<file path="src/rtl/twofish_pkg.sv">
// Shared Twofish definitions for the key schedule: FSM states, rho constant,
// rotate helper, GF(2^8) multiply and the nibble-table form of the q0/q1 permutations.
package twofish_pkg;

  typedef enum logic [2:0] {
    IDLE,
    EVAL_A,
    EVAL_B,
    WR_EVEN,
    WR_ODD,
    DONE
  } ksched_state_e;

  localparam logic [31:0] RHO_C = 32'h01010101;

  // q-permutation nibble tables t0..t3, entry 0 in the most significant nibble
  localparam logic [63:0] Q0_T0 = 64'h817D6F320B59ECA4;
  localparam logic [63:0] Q0_T1 = 64'hECB81235F4A6709D;
  localparam logic [63:0] Q0_T2 = 64'hBA5E6D90C8F32471;
  localparam logic [63:0] Q0_T3 = 64'hD7F4126E9B3085CA;
  localparam logic [63:0] Q1_T0 = 64'h28BDF76E31940AC5;
  localparam logic [63:0] Q1_T1 = 64'h1E2B4C376DA5F908;
  localparam logic [63:0] Q1_T2 = 64'h4C75169A0ED82B3F;
  localparam logic [63:0] Q1_T3 = 64'hB951C3DE647F208A;

  function automatic logic [31:0] rol32(input logic [31:0] v, input logic [4:0] n);
    return (v << n) | (v >> (6'd32 - {1'b0, n}));
  endfunction

  function automatic logic [3:0] tnib(input logic [63:0] t, input logic [3:0] n);
    return t[{4'd15 - n, 2'b00} +: 4];
  endfunction

  function automatic logic [7:0] qperm(input logic [63:0] t0, input logic [63:0] t1,
                                       input logic [63:0] t2, input logic [63:0] t3,
                                       input logic [7:0] x);
    logic [3:0] a1, b1, a2, b2, a3, b3;
    a1 = x[7:4] ^ x[3:0];
    b1 = x[7:4] ^ {x[0], x[3:1]} ^ {x[4], 3'b000};
    a2 = tnib(t0, a1);
    b2 = tnib(t1, b1);
    a3 = a2 ^ b2;
    b3 = a2 ^ {b2[0], b2[3:1]} ^ {a2[0], 3'b000};
    return {tnib(t3, b3), tnib(t2, a3)};
  endfunction

  function automatic logic [7:0] q0(input logic [7:0] x);
    return qperm(Q0_T0, Q0_T1, Q0_T2, Q0_T3, x);
  endfunction

  function automatic logic [7:0] q1(input logic [7:0] x);
    return qperm(Q1_T0, Q1_T1, Q1_T2, Q1_T3, x);
  endfunction

  // Field polynomial x^8+x^6+x^5+x^3+1 (0x169)
  function automatic logic [7:0] gf_mul(input logic [7:0] a, input logic [7:0] c);
    logic [7:0] acc, p;
    acc = '0;
    p   = a;
    for (int unsigned i = 0; i < 8; i++) begin
      if (c[i]) acc = acc ^ p;
      p = {p[6:0], 1'b0} ^ (p[7] ? 8'h69 : 8'h00);
    end
    return acc;
  endfunction

endpackage

</file>
<file path="src/rtl/h_func.sv">
// Twofish h function for a 128-bit key (two key words): three q layers, then MDS.
module h_func
  import twofish_pkg::*;
(
  input  logic [31:0] X,
  input  logic [31:0] L0,
  input  logic [31:0] L1,
  output logic [31:0] y
);

  logic [7:0] s0, s1, s2, s3;

  // L1 is mixed in after the first q layer, L0 after the second
  assign s0 = q1(q0(q0(X[7:0])   ^ L1[7:0])   ^ L0[7:0]);
  assign s1 = q0(q0(q1(X[15:8])  ^ L1[15:8])  ^ L0[15:8]);
  assign s2 = q1(q1(q0(X[23:16]) ^ L1[23:16]) ^ L0[23:16]);
  assign s3 = q0(q1(q1(X[31:24]) ^ L1[31:24]) ^ L0[31:24]);

  mds u_mds (
    .y_in ({s3, s2, s1, s0}),
    .z    (y)
  );

endmodule

</file>
<file path="src/rtl/mds.sv">
// Twofish 4x4 MDS matrix multiply over GF(2^8); byte 0 of each word is y0/z0.
module mds
  import twofish_pkg::*;
(
  input  logic [31:0] y_in,
  output logic [31:0] z
);

  logic [7:0] y0, y1, y2, y3;

  assign y0 = y_in[7:0];
  assign y1 = y_in[15:8];
  assign y2 = y_in[23:16];
  assign y3 = y_in[31:24];

  assign z[7:0]   = y0 ^ gf_mul(y1, 8'hEF) ^ gf_mul(y2, 8'h5B) ^ gf_mul(y3, 8'h5B);
  assign z[15:8]  = gf_mul(y0, 8'h5B) ^ gf_mul(y1, 8'hEF) ^ gf_mul(y2, 8'hEF) ^ y3;
  assign z[23:16] = gf_mul(y0, 8'hEF) ^ gf_mul(y1, 8'h5B) ^ y2 ^ gf_mul(y3, 8'hEF);
  assign z[31:24] = gf_mul(y0, 8'hEF) ^ y1 ^ gf_mul(y2, 8'hEF) ^ gf_mul(y3, 8'h5B);

endmodule

</file>
<file path="src/rtl/twofish_subkey_sched.sv">
// Twofish 128-bit key subkey sequencer: four cycles per subkey pair through one
// shared h_func, writing K0..K(2*NUM_PAIRS-1) to the subkey RAM one word per cycle.
module twofish_subkey_sched
  import twofish_pkg::*;
#(
  parameter int unsigned NUM_PAIRS = 20,
  parameter logic [31:0] RHO       = RHO_C
) (
  input  logic         clk,
  input  logic         rst,
  input  logic         start,
  input  logic [127:0] key,
  output logic         busy,
  output logic         sk_we,
  output logic [5:0]   sk_idx,
  output logic [31:0]  sk_data,
  output logic         done
);

  ksched_state_e state, state_nx;

  logic [4:0]  pair;
  logic [31:0] me0, me1, mo0, mo1;
  logic [31:0] a_reg, b_reg;
  logic [31:0] h_x, h_l0, h_l1, h_y;
  logic        sel_odd, last_pair;
  logic        busy_d, we_d, done_d;
  logic [5:0]  idx_d;
  logic [31:0] data_d;

  assign last_pair = (pair == 5'(NUM_PAIRS - 1));
  assign sel_odd   = (state == EVAL_B);

  // {pair, sel_odd} is 2i in EVAL_A and 2i+1 in EVAL_B
  assign h_x  = 32'({pair, sel_odd}) * RHO;
  assign h_l0 = sel_odd ? mo0 : me0;
  assign h_l1 = sel_odd ? mo1 : me1;

  h_func u_h (
    .X  (h_x),
    .L0 (h_l0),
    .L1 (h_l1),
    .y  (h_y)
  );

  always_ff @(posedge clk or posedge rst) begin
    if (rst) state <= IDLE;
    else     state <= state_nx;
  end

  always_comb begin
    state_nx = state;
    busy_d   = 1'b0;
    we_d     = 1'b0;
    done_d   = 1'b0;
    idx_d    = '0;
    data_d   = '0;
    case (state)
      IDLE: begin
        if (start) begin
          state_nx = EVAL_A;
          busy_d   = 1'b1;
        end
      end
      EVAL_A: begin
        state_nx = EVAL_B;
        busy_d   = 1'b1;
      end
      EVAL_B: begin
        state_nx = WR_EVEN;
        busy_d   = 1'b1;
      end
      WR_EVEN: begin
        state_nx = WR_ODD;
        busy_d   = 1'b1;
        we_d     = 1'b1;
        idx_d    = {pair, 1'b0};
        data_d   = a_reg + b_reg;
      end
      WR_ODD: begin
        state_nx = last_pair ? DONE : EVAL_A;
        busy_d   = 1'b1;
        we_d     = 1'b1;
        idx_d    = {pair, 1'b1};
        data_d   = rol32(a_reg + {b_reg[30:0], 1'b0}, 5'd9);
      end
      DONE: begin
        state_nx = IDLE;
        done_d   = 1'b1;
      end
      default: state_nx = IDLE;
    endcase
  end

  always_ff @(posedge clk or posedge rst) begin
    if (rst) begin
      busy    <= 1'b0;
      sk_we   <= 1'b0;
      sk_idx  <= '0;
      sk_data <= '0;
      done    <= 1'b0;
      pair    <= '0;
      me0     <= '0;
      me1     <= '0;
      mo0     <= '0;
      mo1     <= '0;
      a_reg   <= '0;
      b_reg   <= '0;
    end else begin
      busy    <= busy_d;
      sk_we   <= we_d;
      sk_idx  <= idx_d;
      sk_data <= data_d;
      done    <= done_d;
      case (state)
        IDLE: begin
          if (start) begin
            me0  <= key[31:0];
            me1  <= key[95:64];
            mo0  <= key[63:32];
            mo1  <= key[127:96];
            pair <= '0;
          end
        end
        EVAL_A:  a_reg <= h_y;
        EVAL_B:  b_reg <= rol32(h_y, 5'd8);
        WR_ODD:  if (!last_pair) pair <= pair + 5'd1;
        default: ;
      endcase
    end
  end

endmodule

</file>
<file path="config.mk">
export PLATFORM = sky130hd
export DESIGN_NAME = twofish_subkey_sched
export DESIGN_NICKNAME = d
export VERILOG_FILES = /design/src/rtl/twofish_pkg.sv /design/src/rtl/h_func.sv /design/src/rtl/mds.sv /design/src/rtl/twofish_subkey_sched.sv
export SDC_FILE = /design/constraint.sdc
export NUM_CORES = 1
export LEC_CHECK = 0
export ABC_AREA = 0
export CORE_ASPECT_RATIO = 0.75
export CORE_UTILIZATION = 62
export DETAILED_ROUTE_END_ITERATION = 16
export PLACE_DENSITY = 0.84
export SLEW_MARGIN = 25
export SYNTH_ARGS = -nofsm -noshare
export SYNTH_HDL_FRONTEND = slang
export SYNTH_HIERARCHICAL = 1
export SYNTH_SLANG_ARGS = --single-unit
export TNS_END_PERCENT = 10
</file>
<file path="constraint.sdc">
create_clock -name clk -period 12.4 [get_ports clk]
set_input_delay 3.1 -clock clk [delete_from_list [all_inputs] [get_ports clk]]
set_output_delay 3.1 -clock clk [all_outputs]
set_load 0.03 [all_outputs]
</file>
Yosys cells after proc, flatten, opt, wreduce, memory -nomap -nowiden
Cells that the tools add are included.
{"block": "totals", "inputBits": 131, "ff_bits": 241, "elab_cells": 327}
{"block": "op_classes", "add_sub_neg": 51, "n_reduce_logical": 6, "muxes": 42, "eq_ne": 8, "mul": 1, "n_bitwise": 158, "n_shift": 48}
{"op": "$shiftx A64 B7 Y4 const A", "count": 48}
{"op": "$xor A8 B8 Y8", "count": 58}
{"op": "$xor A4 B4 Y4", "count": 70}
{"op": "$xor A8 B7 Y8", "count": 26}
{"op": "$mux W7", "count": 28}
{"op": "$sub A4 B4 Y4 const A", "count": 48}
{"op": "$add A32 B32 Y32", "count": 2}
{"op": "$mux W32", "count": 2}
{"op": "$pmux W32 S2", "count": 1}
{"op": "$or A32 B8 Y32", "count": 1}
{"op": "$or A32 B9 Y32", "count": 1}
{"op": "$mul A6 B25 Y31 const B", "count": 1}
{"op": "$pmux W3 S5", "count": 1}
{"op": "$pmux W6 S2", "count": 1}
{"op": "$mux W5", "count": 2}
{"op": "$pmux W5 S2", "count": 1}
{"op": "$xor A3 B4 Y4", "count": 2}
{"op": "$eq A3 B2 Y1 const B", "count": 2}
{"op": "$eq A3 B3 Y1 const B", "count": 2}
{"op": "$mux W3", "count": 2}
{"op": "$add A5 B1 Y5 const B", "count": 1}
{"op": "$eq A5 B5 Y1 const B", "count": 1}
{"op": "$ne A2 B2 Y1 const B", "count": 2}
{"op": "$reduce_or A4 Y1", "count": 1}
{"op": "other kinds (8)", "count": 10}

Depth between registers and ports, before layout
Gate-level depths: netlist of the first run.
{"block": "depth", "word_depth": 47, "depth_mapped": 46, "depth_no_buf": 41}

Cells and area by module
Netlist of the first run, hierarchy kept.
{"module": "twofish_subkey_sched", "cells_per_inst": 1047, "seq_area_each_um2": 6030.8, "instances": 1, "area_per_inst_um2": 12587.1}
{"module": "h_func", "cells_per_inst": 1364, "seq_area_each_um2": 0.0, "instances": 1, "area_per_inst_um2": 11979.0}
{"module": "mds", "cells_per_inst": 143, "seq_area_each_um2": 0.0, "instances": 1, "area_per_inst_um2": 1870.5}

Worst setup path after synthesis of the first run
Ideal clock, no wire load.
{"block": "synth_path", "path_kind": "reg2reg", "from": "reg state[1]", "to": "reg a_reg[13]", "stages_incl_launch_ff": 38, "setup_slack_ps": 1328, "setup_ps": 125, "arrival_ps": 10947, "path_buffers": 4, "required_time_ps": 12275, "synth_period_minus_slack_ps": 11072, "path_cell_list": "dfrtp_1 -> clkbuf_1 -> nor3b_1 -> clkbuf_1 -> clkbuf_1 -> buf_1 -> xnor2_2 -> xor2_2 -> mux4_2 -> xor2_1 -> ha_1 -> mux2i_1 -> a2bb2oi_1 -> xnor2_2 -> xnor2_1 -> inv_1 -> ha_1 -> mux4_2 -> [... 2 more ...] -> ha_1 -> nor3_1 -> nor3_1 -> or4_1 -> nand2_1 -> inv_1 -> ha_1 -> nand2b_1 -> mux2i_1 -> xnor2_2 -> xor2_2 -> o21a_1 -> a221oi_1 -> a311oi_1 -> xor3_2 -> xnor3_1 -> xnor3_1 -> mux2_2"}
{"block": "synth_between", "elab_cells_between_ends": 236, "cone_classes": "add/sub (47); mul (1); eq/ne (2); shift (47); mux (21); bitwise (118)"}
{"item": "from (decl)", "line_no": "twofish_subkey_sched.sv:20", "rtl": "ksched_state_e state, state_nx;"}
{"item": "from (signal assigned)", "line_no": "twofish_subkey_sched.sv:48", "rtl": "else state <= state_nx;"}
{"item": "$eq A3 B2 Y1 (*)", "line_no": "twofish_subkey_sched.sv:32", "rtl": "assign sel_odd = (state == EVAL_B);"}
{"item": "$mul A6 B25 Y31 (*)", "line_no": "twofish_subkey_sched.sv:35", "rtl": "assign h_x = 32'({pair, sel_odd}) * RHO;"}
{"item": "net h_x[0]", "line_no": "twofish_subkey_sched.sv:25", "rtl": "logic [31:0] h_x, h_l0, h_l1, h_y;"}
{"item": "$xor A4 B4 Y4 (2 in a row)", "line_no": "twofish_pkg.sv:39", "rtl": "b1 = x[7:4] ^ {x[0], x[3:1]} ^ {x[4], 3'b000};"}
{"item": "$sub A4 B4 Y4", "line_no": "twofish_pkg.sv:31", "rtl": "return t[{4'd15 - n, 2'b00} +: 4];"}
{"item": "$shiftx A64 B7 Y4", "line_no": "twofish_pkg.sv:31"}
{"item": "$xor A4 B4 Y4 (2 in a row)", "line_no": "twofish_pkg.sv:43", "rtl": "b3 = a2 ^ {b2[0], b2[3:1]} ^ {a2[0], 3'b000};"}
{"item": "$sub A4 B4 Y4", "line_no": "twofish_pkg.sv:31"}
{"item": "[... 22 more ...]"}
{"item": "$mux W7 or $xor A8 B7 Y8 (tied branches)", "line_no": "twofish_pkg.sv:62", "rtl": "p = {p[6:0], 1'b0} ^ (p[7] ? 8'h69 : 8'h00);"}
{"item": "$xor A8 B7 Y8 or $mux W7 (tied branches)", "line_no": "twofish_pkg.sv:62"}
{"item": "$xor A8 B7 Y8 (2 in a row)", "line_no": "twofish_pkg.sv:62"}
{"item": "$mux W7", "line_no": "twofish_pkg.sv:62"}
{"item": "$xor A8 B7 Y8", "line_no": "twofish_pkg.sv:62"}
{"item": "$xor A8 B8 Y8 (*)", "line_no": "twofish_pkg.sv:61", "rtl": "if (c[i]) acc = acc ^ p;"}
{"item": "$xor A8 B8 Y8 (*) (3 in a row)", "line_no": "mds.sv:17", "rtl": "assign z[15:8] = gf_mul(y0, 8'h5B) ^ gf_mul(y1, 8'hEF) ^ gf_mul(y2, 8'hEF) ^ y3;"}
{"item": "net h_y[13]", "line_no": "twofish_subkey_sched.sv:25"}
{"item": "to (signal assigned)", "line_no": "twofish_subkey_sched.sv:125", "rtl": "EVAL_A: a_reg <= h_y;"}
{"item": "to (decl)", "line_no": "twofish_subkey_sched.sv:24", "rtl": "logic [31:0] a_reg, b_reg;"}
The timed path passes the listed nets; every way through them passes the cells marked *.
A chain may end at the register's enable or synchronous reset.

Worst setup path in the final report of the first run
{"block": "layout_path", "from": "reg pair[4]", "to": "reg b_reg[21]"}
{"block": "layout_between", "elab_chain_cells": 43, "elab_cells_between_ends": 233, "cone_classes": "add/sub (47); mul (1); shift (47); mux (19); bitwise (119)"}
{"item": "from (decl)", "line_no": "twofish_subkey_sched.sv:22", "rtl": "logic [4:0] pair;"}
{"item": "from (signal assigned)", "line_no": "twofish_subkey_sched.sv:127", "rtl": "WR_ODD: if (!last_pair) pair <= pair + 5'd1;"}
{"item": "$mul A6 B25 Y31 (*)", "line_no": "twofish_subkey_sched.sv:35"}
{"item": "$xor A4 B4 Y4 (2 in a row)", "line_no": "twofish_pkg.sv:39"}
{"item": "$sub A4 B4 Y4", "line_no": "twofish_pkg.sv:31"}
{"item": "$shiftx A64 B7 Y4", "line_no": "twofish_pkg.sv:31"}
{"item": "$xor A4 B4 Y4 (2 in a row)", "line_no": "twofish_pkg.sv:43"}
{"item": "$sub A4 B4 Y4", "line_no": "twofish_pkg.sv:31"}
{"item": "$shiftx A64 B7 Y4", "line_no": "twofish_pkg.sv:31"}
{"item": "$xor A8 B8 Y8 (*)", "line_no": "h_func.sv:15", "rtl": "assign s1 = q0(q0(q1(X[15:8]) ^ L1[15:8]) ^ L0[15:8]);"}
{"item": "[... 17 more ...]"}
{"item": "net u_h.s1[7]", "line_no": "h_func.sv:11", "rtl": "logic [7:0] s0, s1, s2, s3;"}
{"item": "[... 6 more ...]"}
{"item": "$mux W7", "line_no": "twofish_pkg.sv:62"}
{"item": "$xor A8 B7 Y8 (2 in a row)", "line_no": "twofish_pkg.sv:62"}
{"item": "$mux W7"}
{"item": "$xor A8 B7 Y8"}
{"item": "$xor A8 B8 Y8 (*)", "line_no": "twofish_pkg.sv:61"}
{"item": "$xor A8 B8 Y8 (*) (3 in a row)", "line_no": "mds.sv:17"}
{"item": "net h_y[13]", "line_no": "twofish_subkey_sched.sv:25"}
{"item": "$or A32 B8 Y32 (*)", "line_no": "twofish_pkg.sv:27", "rtl": "return (v << n) | (v >> (6'd32 - {1'b0, n}));"}
{"item": "to (signal assigned)", "line_no": "twofish_subkey_sched.sv:126", "rtl": "EVAL_B: b_reg <= rol32(h_y, 5'd8);"}
{"item": "to (decl)", "line_no": "twofish_subkey_sched.sv:24"}
Marks and branches as above.

==> impl_results.md, run 1 <==
* FF+latch count, synth at 241
* Synth cell types at roughly 120
* Row cnt at 65
* Sequential Area at 0.00603 mm2
* Status: completed
* Clock Skew at between 0.01 and 0.015 ns
* CTS buffer count at 28
* CP Launch Point: pair[4]
* Largest net degree at the start of global routing at 105
* Most frequent cells in the layout: mux2_2 (276), dfrtp_1 (241), ha_1 (208)
* RSZ-0062 raised after global routing: false
* Setup TNS Final at 0 ns
* HPWL Detailed at 51.1 mm
* Worst-path fanout max at 11
* Synth area leader: dfrtp_1
* CP endpoint kind: flip-flop
* Core area at 0.0420 mm2
* Worst skew pair latency at just under 0.6 ns
* Mapped Cells at 2,554
* Detailed-route via count at 20,345
* Synth area leaders: dfrtp_1 (23%), mux2_2 (12%), ha_1 (9.8%)
* Boundary Pins at 172
* Die area at around 0.043 mm2
* Syn-to-layout area delta at 12.8%
* Vias in the first global route at roughly 20,000
* Total gr overflow at 0
* WP data arrival at 12.02 ns
* DIE HEIGHT at 181 um
* Fin crit share at 93.2%
* Die W at 240 um
* Max Cap Viol at 0
* Async SR Flop Fraction at 100%
* Clock sinks at 241
* Routed Wire Length at 65.9 mm
* Clock transition at the registers of the reported paths at 0.06 ns
* Antenna viol nets, final at 0
* CP max stage cell: dfrtp_1
* Gr usage total at between 30 and 40%
* R2R setup slack at 0.84 ns
* Min cycle time layout at 11.56 ns
* CP Capture Point: b_reg[21]
* Root Buffer Master: clkbuf_16
* Multi-input logic area at approximately 0.020 mm2
* Sequential share of the synthesized area at between 20% and 30%
* Final hold viol count at 0
* Startpoint Class: flip-flop
* Reg2reg end: b_reg[21]
* Share of cells above drive strength 1 at between 10% and 20%
* Final setup violation count at 0
* Cell Area, Synth at 0.0264 mm2
* RR Startpoint: pair[4]
* DRT iter0 DRCs at between 1,500 and 2,000
* Post CTS Setup Buffer Count at 0
* Drt first pass iters at 5
* Final Max Slew Viols at 0
* Clock Tree Buf Depth at 3
* R2R cell count at 32
* IO Port Bufs at 171
* Fmax at 86.5 MHz
* # DRC at 0
* Hold-fix buffers, CTS at 0
* Commonest non-fill, non-tap cell in the layout: mux2_2
* Wire length per cell at about 20 um
* Cts repair resizes at 0
* GP Congestion at 1.01
* Rel. slew slack at 32.8%
* Crit path largest cell delay at 0.72 ns
* Synth Warn # at 6
* Worst-Margin Slew at 1.01 ns
* HP Class: flip-flop to flip-flop
* Worst EP required at 12.86 ns
* Starting Density at 62.9%
* Initial antenna violation count at 1
* Htree depth at 1
* Synthesized area per cell at 10.4 um2
* Filler cells at 3,036
* Critical setup path kind: flip-flop to flip-flop
* Number of enable flip-flop cells after synthesis at 0
* CTS tree: yes
* Post-DR vias/cell at 6.15
* Nets at 3,061
* Global-route wire length before repair at 107 mm
* Primary FF master, synth: dfrtp_1
* Share of the synthesized area in the top cell type at 22.8%
## synthesized netlist by cell type (54+ instances only)
cell / instances
inv_1: 131
nor2_1: 93
xor2_1: 126
xnor2_1: 205
nand2_1: 109
mux2i_1: 98
xnor3_1: 54
mux2_2: 276
o21ai_0: 54
dfrtp_1: 241
a21oi_1: 112
ha_1: 208
## cell families after synthesis
kind of cell	count (synthesis)	synth area share [%]
buffers and inverters	219	3.29
multiplexers	415	18.4
XOR/XNOR	476	22.4
other	1	0.0142
AND/OR/NAND/NOR	502	10.2
AO/OA/AOI/OAI	487	12.7
adder cells (fa/ha/maj)	213	10.1
flip-flops	241	22.8
## metrics by stage
stage / instances / utilization (%) / setup WS (ns) / hold WS, ns / instance area, um2
floorplan: 2573 / - / 1.33 / 0.474 / 26500
global placement: 3258 / 68.4 / 1.04 / 0.484 / 28800
detailed placement: 3258 / 68.4 / 0.590 / 0.491 / 28800
CTS: 3308 / 70.8 / 0.533 / 0.505 / 29800
global route: 3309 / 70.9 / 0.153 / 0.517 / 29800
finish: 3310 / 70.9 / 0.840 / 0.501 / 29800
## routing by layer
metal | track usage [%] | part of all wire (%)
met1 | 43.9 | 45
met4 | 5.58 | 1.9
met3 | 6.89 | 8.9
met2 | 47.2 | 44
met5 | 0 | 0.020
## worst max-delay path, delay by kind of cell (launching register included)
| kind | cells | cell delay [ns] |
|---|---|---|
| AND/OR/NAND/NOR | 6 | 1.63 |
| buffers and inverters | 4 | 0.67 |
| flip-flops | 1 | 0.72 |
| AO/OA/AOI/OAI | 4 | 1.23 |
| adder cells (fa/ha/maj) | 4 | 1.21 |
| multiplexers | 4 | 1.73 |
| XOR/XNOR | 10 | 4.26 |
## worst min path at each step
stage,slack (ns),from,depth (start not counted),to
floorplan,0.47,a_reg[0],2,sk_data[9]
global placement,0.48,mo0[7],1,mo0[7]
detailed placement,0.49,mo0[30],1,mo0[30]
CTS,0.50,mo0[30],1,mo0[30]
global route,0.52,me0[28],1,me0[28]
finish,0.50,me0[31],1,me0[31]
## cell type report
class	instances	area share [%]
multi-input cells	2113	65.9
well taps	569	2.39
inverters	148	1.89
clock inverters	12	0.600
clock buffers	38	2.72
diodes	1	0.00839
repair buffers	188	6.29
flip-flops and latches	241	20.2
Power of run 1 is not shown: default switching activity piles up to over one toggle a cycle in this logic, so the estimate is an artifact.
==> run 2: changes to the inputs <==
--- a/config.mk
+++ b/config.mk
@@ -7,12 +7,12 @@
 export LEC_CHECK = 0
 export ABC_AREA = 0
 export CORE_ASPECT_RATIO = 0.75
-export CORE_UTILIZATION = 62
+export CORE_UTILIZATION = 61
+export CTS_CLUSTER_DIAMETER = 100
 export DETAILED_ROUTE_END_ITERATION = 16
-export PLACE_DENSITY = 0.84
+export PLACE_DENSITY = 0.83
 export SLEW_MARGIN = 25
 export SYNTH_ARGS = -nofsm -noshare
 export SYNTH_HDL_FRONTEND = slang
-export SYNTH_HIERARCHICAL = 1
 export SYNTH_SLANG_ARGS = --single-unit
 export TNS_END_PERCENT = 10
==> impl_results.md, run 2 <==
* Vias in the first global route at 18,733 (was 20,157)
* Post-synth top cells: xnor2_1 (270), dfrtp_1 (241), ha_1 (197) (was mux2_2 (276), dfrtp_1 (241), ha_1 (208))
* Nets at 2,970 (was 3,061)
* Largest net degree at the start of global routing at 108 (was 105)
* Post-DP Area at 0.0267 mm2 (was 0.0288 mm2)
* Fin area at 0.0275 mm2 (was 0.0298 mm2)
* Drt first pass iters at 6 (was 5)
* Core area at 0.0395 mm2 (was 0.0420 mm2)
* CTS tree: yes (unchanged)
* Fmax at 85.6 MHz (was 86.5 MHz)
* Gr usage total at 30.9% (was 30.5%)
* Boundary Pins at 172 (unchanged)
* Startpoint Class: flip-flop (unchanged)
* # DRC at 0 (unchanged)
* Commonest non-fill, non-tap cell in the layout: xnor2_1 (was mux2_2)
* Die W at 233 um (was 240 um)
* Status: completed (unchanged)
* GP Congestion at 0.967 (was 1.01)
* Post-Layout Cell Count at 3,176 (was 3,310)
* HP Class: flip-flop to flip-flop (unchanged)
* RSZ-0062 raised after global routing: false (unchanged)
* Rel. slew slack at 37.0% (was 32.8%)
* Synthesized area per cell at 9.83 um2 (was 10.4 um2)
* Total gr overflow at 0 (unchanged)
* Primary FF master, synth: dfrtp_1 (unchanged)
* Worst-path fanout max at 12 (was 11)
* CP max stage cell: mux4_2 (was dfrtp_1)
* Clock Skew at 0.0109 ns (was 0.0145 ns)
* Clock transition at the registers of the reported paths at 0.06 ns (about the same)
* Row cnt at 63 (was 65)
* Max Cap Viol at 0 (unchanged)
* Die area at 0.0409 mm2 (was 0.0435 mm2)
* Placed Cells at 3,131 (was 3,258)
* Wire length per cell at 19.8 um (was 19.9 um)
* FF+latch count, synth at 241 (unchanged)
* Htree depth at 1 (unchanged)
* Clock Tree Buf Depth at 3 (unchanged)
* Top-count cell post-synth: xnor2_1 (was mux2_2)
* Initial antenna violation count at 2 (was 1)
* Mapped Cells at 2,489 (was 2,554)
* Worst hold slack at 0.505 ns (was 0.501 ns)
* Share of cells above drive strength 1 at 14.6% (was 19.5%)
* Clock sinks at 241 (unchanged)
* Synth area leaders: dfrtp_1 (25%), ha_1 (10%), xnor2_1 (9.7%) (was dfrtp_1 (23%), mux2_2 (12%), ha_1 (9.8%))
* M3 GR Usage at 4.66% (was 6.89%)
* Min cycle time layout at 11.68 ns (was 11.56 ns)
* Post-DR vias/cell at 6.09 (was 6.15)
* Hold-fix buffers, CTS at 0 (unchanged)
* WP data arrival at 12.09 ns (was 12.02 ns)
* IO Port Bufs at 171 (unchanged)
* GR peak layer: met2 (unchanged)
* Critical setup path kind: flip-flop to flip-flop (unchanged)
* CTS buffer count at 26 (was 28)
* Antenna viol nets, final at 0 (unchanged)
* Syn Nets at 2,819
* Final Max Slew Viols at 0 (unchanged)
* Most frequent cells in the layout: xnor2_1 (268), dfrtp_1 (240), ha_1 (197) (was mux2_2 (276), dfrtp_1 (241), ha_1 (208))
* Synth cell types at 119 (was 121)
* HPWL Detailed at 49.5 mm (was 51.1 mm)
* CP endpoint kind: flip-flop (unchanged)
* Final hold viol count at 0 (unchanged)
* Global-route wire length before repair at 101 mm (was 107 mm)
* Number of enable flip-flop cells after synthesis at 0 (unchanged)
* R2R setup slack at 0.72 ns (was 0.84 ns)
* Setup TNS Final at 0 ns (unchanged)
* Synth Warn # at 0 (was 6)
* Crit path largest cell delay at 0.56 ns (was 0.72 ns)
* Share of the synthesized area in the top cell type at 24.7% (was 22.8%)
* DRT iter0 DRCs at 1,815 (was 1,823)
* Syn-to-layout area delta at 12.6% (was 12.8%)
* M2 GR Usage at 49.5% (was 47.2%)
* Starting Density at 61.9% (was 62.9%)
* Async SR Flop Fraction at 100% (unchanged)
* Fin crit share at 94.2% (was 93.2%)
* Post CTS Setup Buffer Count at 0 (unchanged)
* Final setup violation count at 0 (unchanged)
* Detailed-route via count at 19,331 (was 20,345)
* GR Util met1 at 44.6% (was 43.9%)
* DIE HEIGHT at 175 um (was 181 um)
* Cell Area, Synth at 0.0245 mm2 (was 0.0264 mm2)
* Root Buffer Master: clkbuf_16 (unchanged)
* Synth area leader: dfrtp_1 (unchanged)
* Antenna diodes at 0 (was 1)
* Worst EP required at 12.81 ns (was 12.86 ns)
* Routed Wire Length at 62.9 mm (was 65.9 mm)
* Sequential share of the synthesized area at 24.7% (was 22.8%)
* Filler cells at 2,866 (was 3,036)
* Worst-Margin Slew at 0.945 ns (was 1.01 ns)
* Worst skew pair latency at 0.57 ns (was 0.58 ns)
run 2: cell count changes in the layout (fill, tap and decap cells not counted), moves of 15 or more:
cell / change
a211oi_1: -22
nand2_1: +57
o21bai_1: +39
xnor3_1: -36
a21o_1: -26
nor3b_1: -15
mux2i_1: +54
xnor2_1: +64
mux2_2: -131
conb_1: -20
o21ai_0: +42
o21ai_1: +32
run 2: final cells by class:
class	instances	area (um2)	area share [%]
inverters	155	589	2.14
well taps	520	651	2.36
clock inverters	10	98.8	0.359
repair buffers	193	1900	6.89
multi-input cells	2023	17600	63.8
clock buffers	34	691	2.51
flip-flops and latches	241	6030	21.9
run 2: critical path, delay by kind of cell (launching register included):
family / cells / cell delay (ns)
buffers and inverters: 5 / 0.57
AND/OR/NAND/NOR: 8 / 1.65
adder cells (fa/ha/maj): 5 / 1.44
multiplexers: 5 / 1.83
XOR/XNOR: 11 / 3.80
flip-flops: 1 / 0.51
AO/OA/AOI/OAI: 7 / 1.69
run 2: what timing repair did:
item                                   in CTS  in global routing
endpoints found under the hold margin       0                  0
gates resized for setup                     0                  3
setup endpoints to repair                   0                 26
run 2: path summary, 6_finish.rpt:
path | start | to | cells past startpoint
worst min-delay path | me0[27] | me0[27] | 1
min in group asynchronous | rst | sk_idx[5] | 2
worst max-delay path | state[2] | b_reg[10] | 41
worst min register to register | me0[27] | me0[27] | 1
worst max register to register | state[2] | b_reg[10] | 41
max in group asynchronous | rst | me0[12] | 3
run 2: cells by family (layout without fill, tap and decap cells):
kind of cell,Yosys count,count (layout),share of synthesized area [%]
buf+inv,225,392,3.70
compound gates,534,534,15.0
mux,330,330,15.6
simple gates,484,484,9.84
flops,241,241,24.7
xor+xnor,473,473,20.9
fa+ha+maj,202,202,10.4
run 2: through the flow:
| stage | util, % | setup slack (ns) |
|---|---|---|
| floorplan | - | 2.05 |
| global placement | 67.6 | 1.32 |
| detailed placement | 67.6 | 0.777 |
| CTS | 69.6 | 0.726 |
| global route | 69.7 | 0.0182 |
| finish | 69.7 | 0.721 |
run 2: metal layers:
layer	routed length, um	vias up
met3	4830	79
li1	-	9083
met1	28400	9451
met5	26	-
met4	1090	4
met2	28600	714
Power of run 2 is left out for the same reason.
